===== config.mk =====
export PLATFORM = sky130hd
export DESIGN_NAME = cross_comm_scheduler
export DESIGN_NICKNAME = d
export VERILOG_FILES = /design/src/rtl/cross_comm_scheduler.sv
export SDC_FILE = /design/constraint.sdc
export NUM_CORES = 1
export LEC_CHECK = 0
export BUFFER_PORTS_ARGS = -buffer_cell sky130_fd_sc_hd__buf_2
export CORE_MARGIN = 10
export CORE_UTILIZATION = 30
export CTS_BUF_LIST = sky130_fd_sc_hd__clkbuf_8
export CTS_CLUSTER_SIZE = 20
export DETAILED_ROUTE_END_ITERATION = 8
export PLACE_DENSITY = 0.58
export SYNTH_ARGS = -nofsm -noshare
export SYNTH_HDL_FRONTEND = slang
export SYNTH_SLANG_ARGS = --single-unit

===== constraint.sdc =====
create_clock -name clk -period 2.4 [get_ports clk]
set_input_delay 0.24 -clock clk [delete_from_list [all_inputs] [get_ports clk]]
set_output_delay 0.24 -clock clk [all_outputs]
set_load 0.02 [all_outputs]

===== src/rtl/cross_comm_scheduler.sv =====
// rtl/cross_comm_scheduler.sv - round-robin sequencer sharing one cross-commodity charge datapath
module cross_comm_scheduler #(
    parameter int NREQ   = 4,
    parameter int DP_LAT = 1,
    parameter int IDW    = 2
) (
    input  logic               clk,
    input  logic               reset,
    input  logic [NREQ-1:0]    req_valid,
    output logic [NREQ-1:0]    req_ready,
    input  logic [NREQ*32-1:0] req_rate,
    input  logic [NREQ*16-1:0] req_ratio,
    input  logic [NREQ*8-1:0]  req_inter,
    output logic [15:0]        dp_rate0,
    output logic [15:0]        dp_rate1,
    output logic [7:0]         dp_ratio0,
    output logic [7:0]         dp_ratio1,
    output logic [7:0]         dp_inter,
    input  logic [15:0]        dp_charge,
    output logic               rsp_valid,
    input  logic               rsp_ready,
    output logic [IDW-1:0]     rsp_id,
    output logic [15:0]        rsp_charge,
    input  logic               total_clear,
    output logic [31:0]        total_charge,
    output logic               busy
);

    typedef enum logic [1:0] {
        IDLE  = 2'd0,
        ISSUE = 2'd1,
        WAIT  = 2'd2,
        RESP  = 2'd3
    } state_t;

    state_t          state_q, state_d;
    logic [IDW-1:0]  ptr_q, ptr_d;
    logic [IDW-1:0]  grant_q, grant_d;
    logic [NREQ-1:0] req_ready_q, req_ready_d;
    logic [15:0]     dp_rate0_q, dp_rate0_d;
    logic [15:0]     dp_rate1_q, dp_rate1_d;
    logic [7:0]      dp_ratio0_q, dp_ratio0_d;
    logic [7:0]      dp_ratio1_q, dp_ratio1_d;
    logic [7:0]      dp_inter_q, dp_inter_d;
    logic [2:0]      lat_q, lat_d;
    logic            rsp_valid_q, rsp_valid_d;
    logic [IDW-1:0]  rsp_id_q, rsp_id_d;
    logic [15:0]     rsp_charge_q, rsp_charge_d;
    logic [31:0]     total_q, total_d;

    logic [31:0]     rate_arr  [NREQ];
    logic [15:0]     ratio_arr [NREQ];
    logic [7:0]      inter_arr [NREQ];
    logic            found;
    logic [IDW-1:0]  grant_idx;
    logic [IDW-1:0]  scan_idx;
    logic [32:0]     sum;

    always_comb begin
        for (int i = 0; i < NREQ; i++) begin
            rate_arr[i]  = req_rate[i*32 +: 32];
            ratio_arr[i] = req_ratio[i*16 +: 16];
            inter_arr[i] = req_inter[i*8 +: 8];
        end
    end

    // Scan starts just after the last winner so a just-served requester goes last.
    always_comb begin
        found     = 1'b0;
        grant_idx = '0;
        scan_idx  = '0;
        for (int k = 1; k <= NREQ; k++) begin
            scan_idx = IDW'((int'(ptr_q) + k) % NREQ);
            if (!found && req_valid[scan_idx]) begin
                found     = 1'b1;
                grant_idx = scan_idx;
            end
        end
    end

    assign sum = {1'b0, total_q} + {17'd0, rsp_charge_q};

    always_comb begin
        state_d      = state_q;
        ptr_d        = ptr_q;
        grant_d      = grant_q;
        req_ready_d  = '0;
        dp_rate0_d   = dp_rate0_q;
        dp_rate1_d   = dp_rate1_q;
        dp_ratio0_d  = dp_ratio0_q;
        dp_ratio1_d  = dp_ratio1_q;
        dp_inter_d   = dp_inter_q;
        lat_d        = lat_q;
        rsp_valid_d  = rsp_valid_q;
        rsp_id_d     = rsp_id_q;
        rsp_charge_d = rsp_charge_q;
        total_d      = total_q;

        case (state_q)
            IDLE: begin
                if (found) begin
                    req_ready_d = NREQ'(1) << grant_idx;
                    dp_rate0_d  = rate_arr[grant_idx][15:0];
                    dp_rate1_d  = rate_arr[grant_idx][31:16];
                    dp_ratio0_d = ratio_arr[grant_idx][7:0];
                    dp_ratio1_d = ratio_arr[grant_idx][15:8];
                    dp_inter_d  = inter_arr[grant_idx];
                    ptr_d       = grant_idx;
                    grant_d     = grant_idx;
                    state_d     = ISSUE;
                end
            end
            ISSUE: begin
                lat_d   = 3'(DP_LAT);
                state_d = WAIT;
            end
            WAIT: begin
                if (lat_q == 3'd1) begin
                    rsp_charge_d = dp_charge;
                    rsp_valid_d  = 1'b1;
                    rsp_id_d     = grant_q;
                    lat_d        = 3'd0;
                    state_d      = RESP;
                end else begin
                    lat_d = lat_q - 3'd1;
                end
            end
            RESP: begin
                if (rsp_ready) begin
                    rsp_valid_d = 1'b0;
                    total_d     = sum[32] ? 32'hFFFF_FFFF : sum[31:0];
                    state_d     = IDLE;
                end
            end
            default: state_d = IDLE;
        endcase

        // Clear has priority over a same-cycle accumulate.
        if (total_clear) begin
            total_d = '0;
        end
    end

    always_ff @(posedge clk) begin
        if (reset) begin
            state_q      <= IDLE;
            ptr_q        <= IDW'(NREQ - 1);
            grant_q      <= '0;
            req_ready_q  <= '0;
            dp_rate0_q   <= '0;
            dp_rate1_q   <= '0;
            dp_ratio0_q  <= '0;
            dp_ratio1_q  <= '0;
            dp_inter_q   <= '0;
            lat_q        <= '0;
            rsp_valid_q  <= 1'b0;
            rsp_id_q     <= '0;
            rsp_charge_q <= '0;
            total_q      <= '0;
        end else begin
            state_q      <= state_d;
            ptr_q        <= ptr_d;
            grant_q      <= grant_d;
            req_ready_q  <= req_ready_d;
            dp_rate0_q   <= dp_rate0_d;
            dp_rate1_q   <= dp_rate1_d;
            dp_ratio0_q  <= dp_ratio0_d;
            dp_ratio1_q  <= dp_ratio1_d;
            dp_inter_q   <= dp_inter_d;
            lat_q        <= lat_d;
            rsp_valid_q  <= rsp_valid_d;
            rsp_id_q     <= rsp_id_d;
            rsp_charge_q <= rsp_charge_d;
            total_q      <= total_d;
        end
    end

    assign req_ready    = req_ready_q;
    assign dp_rate0     = dp_rate0_q;
    assign dp_rate1     = dp_rate1_q;
    assign dp_ratio0    = dp_ratio0_q;
    assign dp_ratio1    = dp_ratio1_q;
    assign dp_inter     = dp_inter_q;
    assign rsp_valid    = rsp_valid_q;
    assign rsp_id       = rsp_id_q;
    assign rsp_charge   = rsp_charge_q;
    assign total_charge = total_q;
    assign busy         = (state_q != IDLE);

endmodule


# Yosys cells after proc, flatten, opt, wreduce, memory -nomap -nowiden
# Index checks and enable logic that the tools add are counted.
[word_totals]
regBits = 120
latchBits = 0
mem_bits_rw = 0
romBits = 0
output_inout_bits = 112
word_cells = 88
n_memories = 0
[op_classes]
n_addsub = 6
mul = 0
n_div = 0
n_lt_le_gt_ge = 5
eq_ne = 7
n_shift = 1
mux = 35
bitwise = 3
reduce_logical = 17
[op_table]
columns = ["cell", "n"]
rows = [
  ["$mux W32", 3],
  ["$bmux W32 S2", 1],
  ["$add A32 B16 Y33", 1],
  ["$bmux W16 S2", 1],
  ["$mux W16", 2],
  ["$bmux W8 S2", 1],
  ["$mux W8", 2],
  ["$mux W2", 7],
  ["$lt A2 B3 Y1 const B", 4],
  ["$mux W1", 10],
  ["$bmux W1 S2", 4],
  ["$pmux W2 S4", 1],
  ["$ne A2 B2 Y1 const B", 3],
  ["$pmux W3 S2", 1],
  ["$reduce_and A2 Y1", 3],
  ["$reduce_and A3 Y1", 2],
  ["$reduce_bool A2 Y1", 3],
  ["$add A2 B1 Y2 const B", 2],
  ["$add A2 B2 Y2 const B", 2],
  ["$eq A2 B2 Y1 const B", 2],
  ["$shl A1 B2 Y4 const A", 1],
  ["$eq A3 B1 Y1 const B", 1],
  ["$ge A3 B3 Y1 const B", 1],
  ["$logic_and A1 B1 Y1", 3],
  ["10 further kinds", 13],
]

# Logic depth before layout (Yosys ltp)
[depth]
word_depth = 17
mapped_depth = 10

# Worst setup path after synthesis
# OpenSTA, ideal clock, no wires.
[synth_path]
kind = "register to register"
start = "reg rsp_charge_q[0] (netlist: rsp_charge[0])"
end = "reg total_q[10] (netlist: total_charge[10])"
arrival_ps = 2162
setup_slack_ps = 118
stages_incl_launch_ff = 10
path_buffers = 1
period_less_slack_ps = 2282
path_cell_list = "dfxtp_1 > ha_1 > fa_1 > a211oi_1 > o211ai_2 > nand4_2 > nand2_1 > a41oi_2 > buf_6 > a21oi_1"
[synth_via]
elab_chain_cells = 2
[synth_rtl]
columns = ["item", "line", "source"]
rows = [
  ["start, declared", "48", "logic [15:0] rsp_charge_q, rsp_charge_d;"],
  ["start signal, assigned", "173", "rsp_charge_q <= rsp_charge_d;"],
  ["$add A32 B16 Y33", "81", "assign sum = {1'b0, total_q} + {17'd0, rsp_charge_q};"],
  ["$mux W32", "131", "total_d = sum[32] ? 32'hFFFF_FFFF : sum[31:0];"],
  ["end signal, assigned", "174", "total_q <= total_d;"],
  ["end, declared", "49", "logic [31:0] total_q, total_d;"],
]
# Every way passes these cells.
# A chain may end at the register's enable or synchronous reset.

# Worst setup path in the final report
[layout_path]
start = "reg total_q[0] (netlist: total_charge[0])"
end = "reg total_q[21] (netlist: total_charge[21])"
[layout_via]
elab_chain_cells = 2
[layout_rtl]
columns = ["item", "line"]
rows = [
  ["$add A32 B16 Y33", "81"],
  ["$mux W32", "131"],
]
# Every way passes these cells.

==> impl_metrics.toml <==
[final_layout]
seqCellArea_sq_um = 2402
area_delta_synth_final_pct = 39.75
nets = 1439
fill_cells = 2357
multi_input_area_sq_um = 4263
layout-drive-gt1-share_pct = 37.90
fin_area_sq_um = 9664

[drt]
first_iter_violations = 404
postRouteAntennaNets = 0
wire_per_inst_um = 18.85
via_per_inst = 5.073
vias = 7452
totalWireLength_um = 27690
drc = 0
drt-pass1-iter-count = 4

[yosys]
synth_fp_nets = 1074
ys_ff_latch = 120
ys_top_cells_by_area = "dfxtp_1 35%, mux2i_1 17%, nand2_1 9.9%, a32o_1 8.1%, a21oi_1 4.3%"
synth_mux_area_share_pct = 16.79
synth_cells = 804
synth-xor-area-share_pct = 1.900
yosysWarnings = 0
synth_top_family_by_area = "compound AO/OA/AOI/OAI gates"
netlist_area_sq_um = 6915
synth_ff_type = "dfxtp_1"
synth.distinct_cells = 63
seq_area_frac_synth_pct = 34.74
synth-async-reset-ratio_pct = 0
yosysTopAreaCell = "dfxtp_1"
synth.avg_cell_area_sq_um = 8.601
synth_fa_ha_area_share_pct = 4.089
yosysTopAreaCellShare_pct = 34.74
synth_compound_area_share_pct = 20.97
synth_edf_count = 0
synthSimpleGateAreaFrac_pct = 16.94

[power_and_ir_drop]
power_frac_clock_pct = 20.0
vdd_drop_max_uv = 553.6
p_sw_mw = 3.830
swShare_pct = 42.55
totalPowerFinal_mw = 9.000
p_leak_nw = 4.686
power_density_nw_per_um2 = 931.3
comb_power_share_pct = 48.1
p_int_mw = 5.171
pwr-share-seq_pct = 31.9

[timing]
final.period_utilization_pct = 96.68
worstMarginPinSlew_ns = 0.5884
rsz0062_at_grt = "yes"
setup_slack_ns = 0.07968
finalSetupTns_ns = 0
hold_ws_ns = 0.03645
fin_skew_ns = 0.01285
slew_headroom_pct = 60.68
setup_viol = 0
min_period_ns = 2.320
hold_viol_final = 0
max_freq_mhz = 431.0
final-max-slew-violation-count = 0

[die]
die_h_um = 171.8
die_x_um = 171.8
dieArea_sq_um = 29520
initial_utilization_pct = 30.54
io_pins = 360
core-area_sq_um = 22640
rows = 55

[place]
dp_hpwl_um = 22110
globalplace.congestion = 0.9213
place_area_sq_um = 9156
place_ws_ns = 0.04483
port_buffers = 359

[setup_path]
startpoint_type = "flop"
required_ns = 2.77
critical_path_class = "reg -> reg"
arrival_ns = 2.69
cp_max_fo = 7
rrSetupSlack_ns = 0.08
critPathCaptureType = "flop"

[cts]
htree_levels = 4
cts_tree = "built"
clkTransAtPathRegs_ns = 0.08
clock-sinks = 120
clockBufferDepth = 2
clk_latency_ns = 0.45
cts-buffers-inserted = 17
cts_root_buf = "clkbuf_8"

[run]
cap_viol_max_count = 0

[run_status]
outcome = "complete, no violations"

[grt]
grt-ovfl-total = 0
grt_max_degree = 59
grt_pass1_wl_um = 41450
first_global_vias = 7563
antenna_found_initial = 5
grtUsageTotal_pct = 17.95

[min_path]
min_path_type = "in -> reg"
power by group through the flow:
stage	clock network (mW)	logic, mW	registers [mW]
3_3_place_gp	0	4.37	2.88
2_1_floorplan	0	2.28	3.48
3_5_place_dp	0	4.39	2.91
6_report	1.80	4.33	2.87
4_1_cts	1.85	4.40	2.87
5_1_grt	1.96	4.72	2.95
worst paths after layout:
path                                       from          endpoint  cells past startpoint
worst max-delay path            total_charge[0]  total_charge[21]                      9
worst min-delay path              dp_charge[10]    rsp_charge[10]                      3
worst max register to register  total_charge[0]  total_charge[21]                      9
worst min register to register        rsp_id[0]         rsp_id[0]                      2
per-stage QoR:
step / util (%) / cells
6_report: 42.69 / 1469
5_1_grt: 42.69 / 1469
4_1_cts: 42.40 / 1463
3_5_place_dp: 40.44 / 1425
3_3_place_gp: 40.44 / 1425
2_1_floorplan: - / 804
critical path, cell delays in order, from the launching register on:
cell and delay, ns:
dfxtp_1 0.38, ha_1 0.21, fa_1 0.27, a211oi_2 0.10
o211ai_2 0.21, nand4_2 0.22, a21oi_4 0.29, buf_4 0.19
nand2_1 0.16, a31oi_1 0.22
layer usage:
metal / wire length (um) / track usage, % / up-vias
li1: - / - / 3693
met1: 10800 / 20.02 / 3465
met2: 14340 / 31.41 / 267
met3: 2199 / 6.647 / 23
met4: 329 / 4.798 / 4
met5: 18 / 0 / -
what timing repair did:
item,CTS,global route
buffers inserted,0,1
hold buffers,6,3
setup endpoints to repair,0,23
hold endpoints to repair,6,3
gates resized for setup,0,4
sequential cells by signal (all words and copies together) (netlist names):
name          cells
req_ready         4
dp_inter          8
dp_rate1         16
dp_rate0         16
dp_ratio1         8
dp_ratio0         8
lat_q             3
rsp_valid         1
state_q           2
ptr_q             2
rsp_id            2
rsp_charge       16
total_charge     32
grant_q           2
layout make-up:
| cell class | count | area share, % |
|---|---|---|
| multi-input combinational | 616 | 44.11 |
| clock buffer | 19 | 2.706 |
| clock inverter | 13 | 1.256 |
| antenna | 2 | 0.05179 |
| timing repair buffer | 400 | 22.79 |
| sequential | 120 | 24.86 |
| tap | 285 | 3.690 |
| inverter | 14 | 0.5438 |
cells by family (layout without fill, tap and decap cells):
| kind of cell | after synthesis | count (layout) |
|---|---|---|
| AOI/OAI and AO/OA | 196 | 196 |
| buffers and inverters | 68 | 446 |
| other | 0 | 2 |
| adders and majority gates | 22 | 22 |
| and+or+nand+nor | 267 | 267 |
| muxes | 116 | 116 |
| xor gates and xnor gates | 15 | 15 |
| DFF | 120 | 120 |
synthesized netlist by cell type, drive strengths merged (6+ instances only):
| master | count |
|---|---|
| a31oi | 9 |
| and3 | 7 |
| o21ai | 24 |
| nor3 | 10 |
| xnor2 | 8 |
| xor2 | 7 |
| buf | 27 |
| a211oi | 6 |
| a32o | 56 |
| nor2 | 25 |
| nand3 | 9 |
| mux2i | 116 |
| clkbuf | 27 |
| ha | 21 |
| inv | 14 |
| a21oi | 62 |
| dfxtp | 120 |
| nand2 | 182 |
cell usage in the layout (no fill, tap or decap), types with 4 or more instances in the layout:
cell	instances
nor3_1	8
ha_1	21
a32o_1	56
a41oi_1	4
xnor2_1	8
nor2_1	21
clkinvlp_4	5
dfxtp_1	120
nor3b_1	5
a31oi_1	9
dlygate4sd3_1	9
buf_2	359
buf_4	26
inv_1	14
or2_2	4
nor4_1	5
o21ai_0	24
o31ai_1	5
and2_1	4
nand2_1	182
and3_1	7
a211oi_1	4
a21oi_1	59
buf_12	6
mux2i_1	116
nand3_1	9
xor2_1	7
clkbuf_8	19
Power figures use the tool's default switching activity.
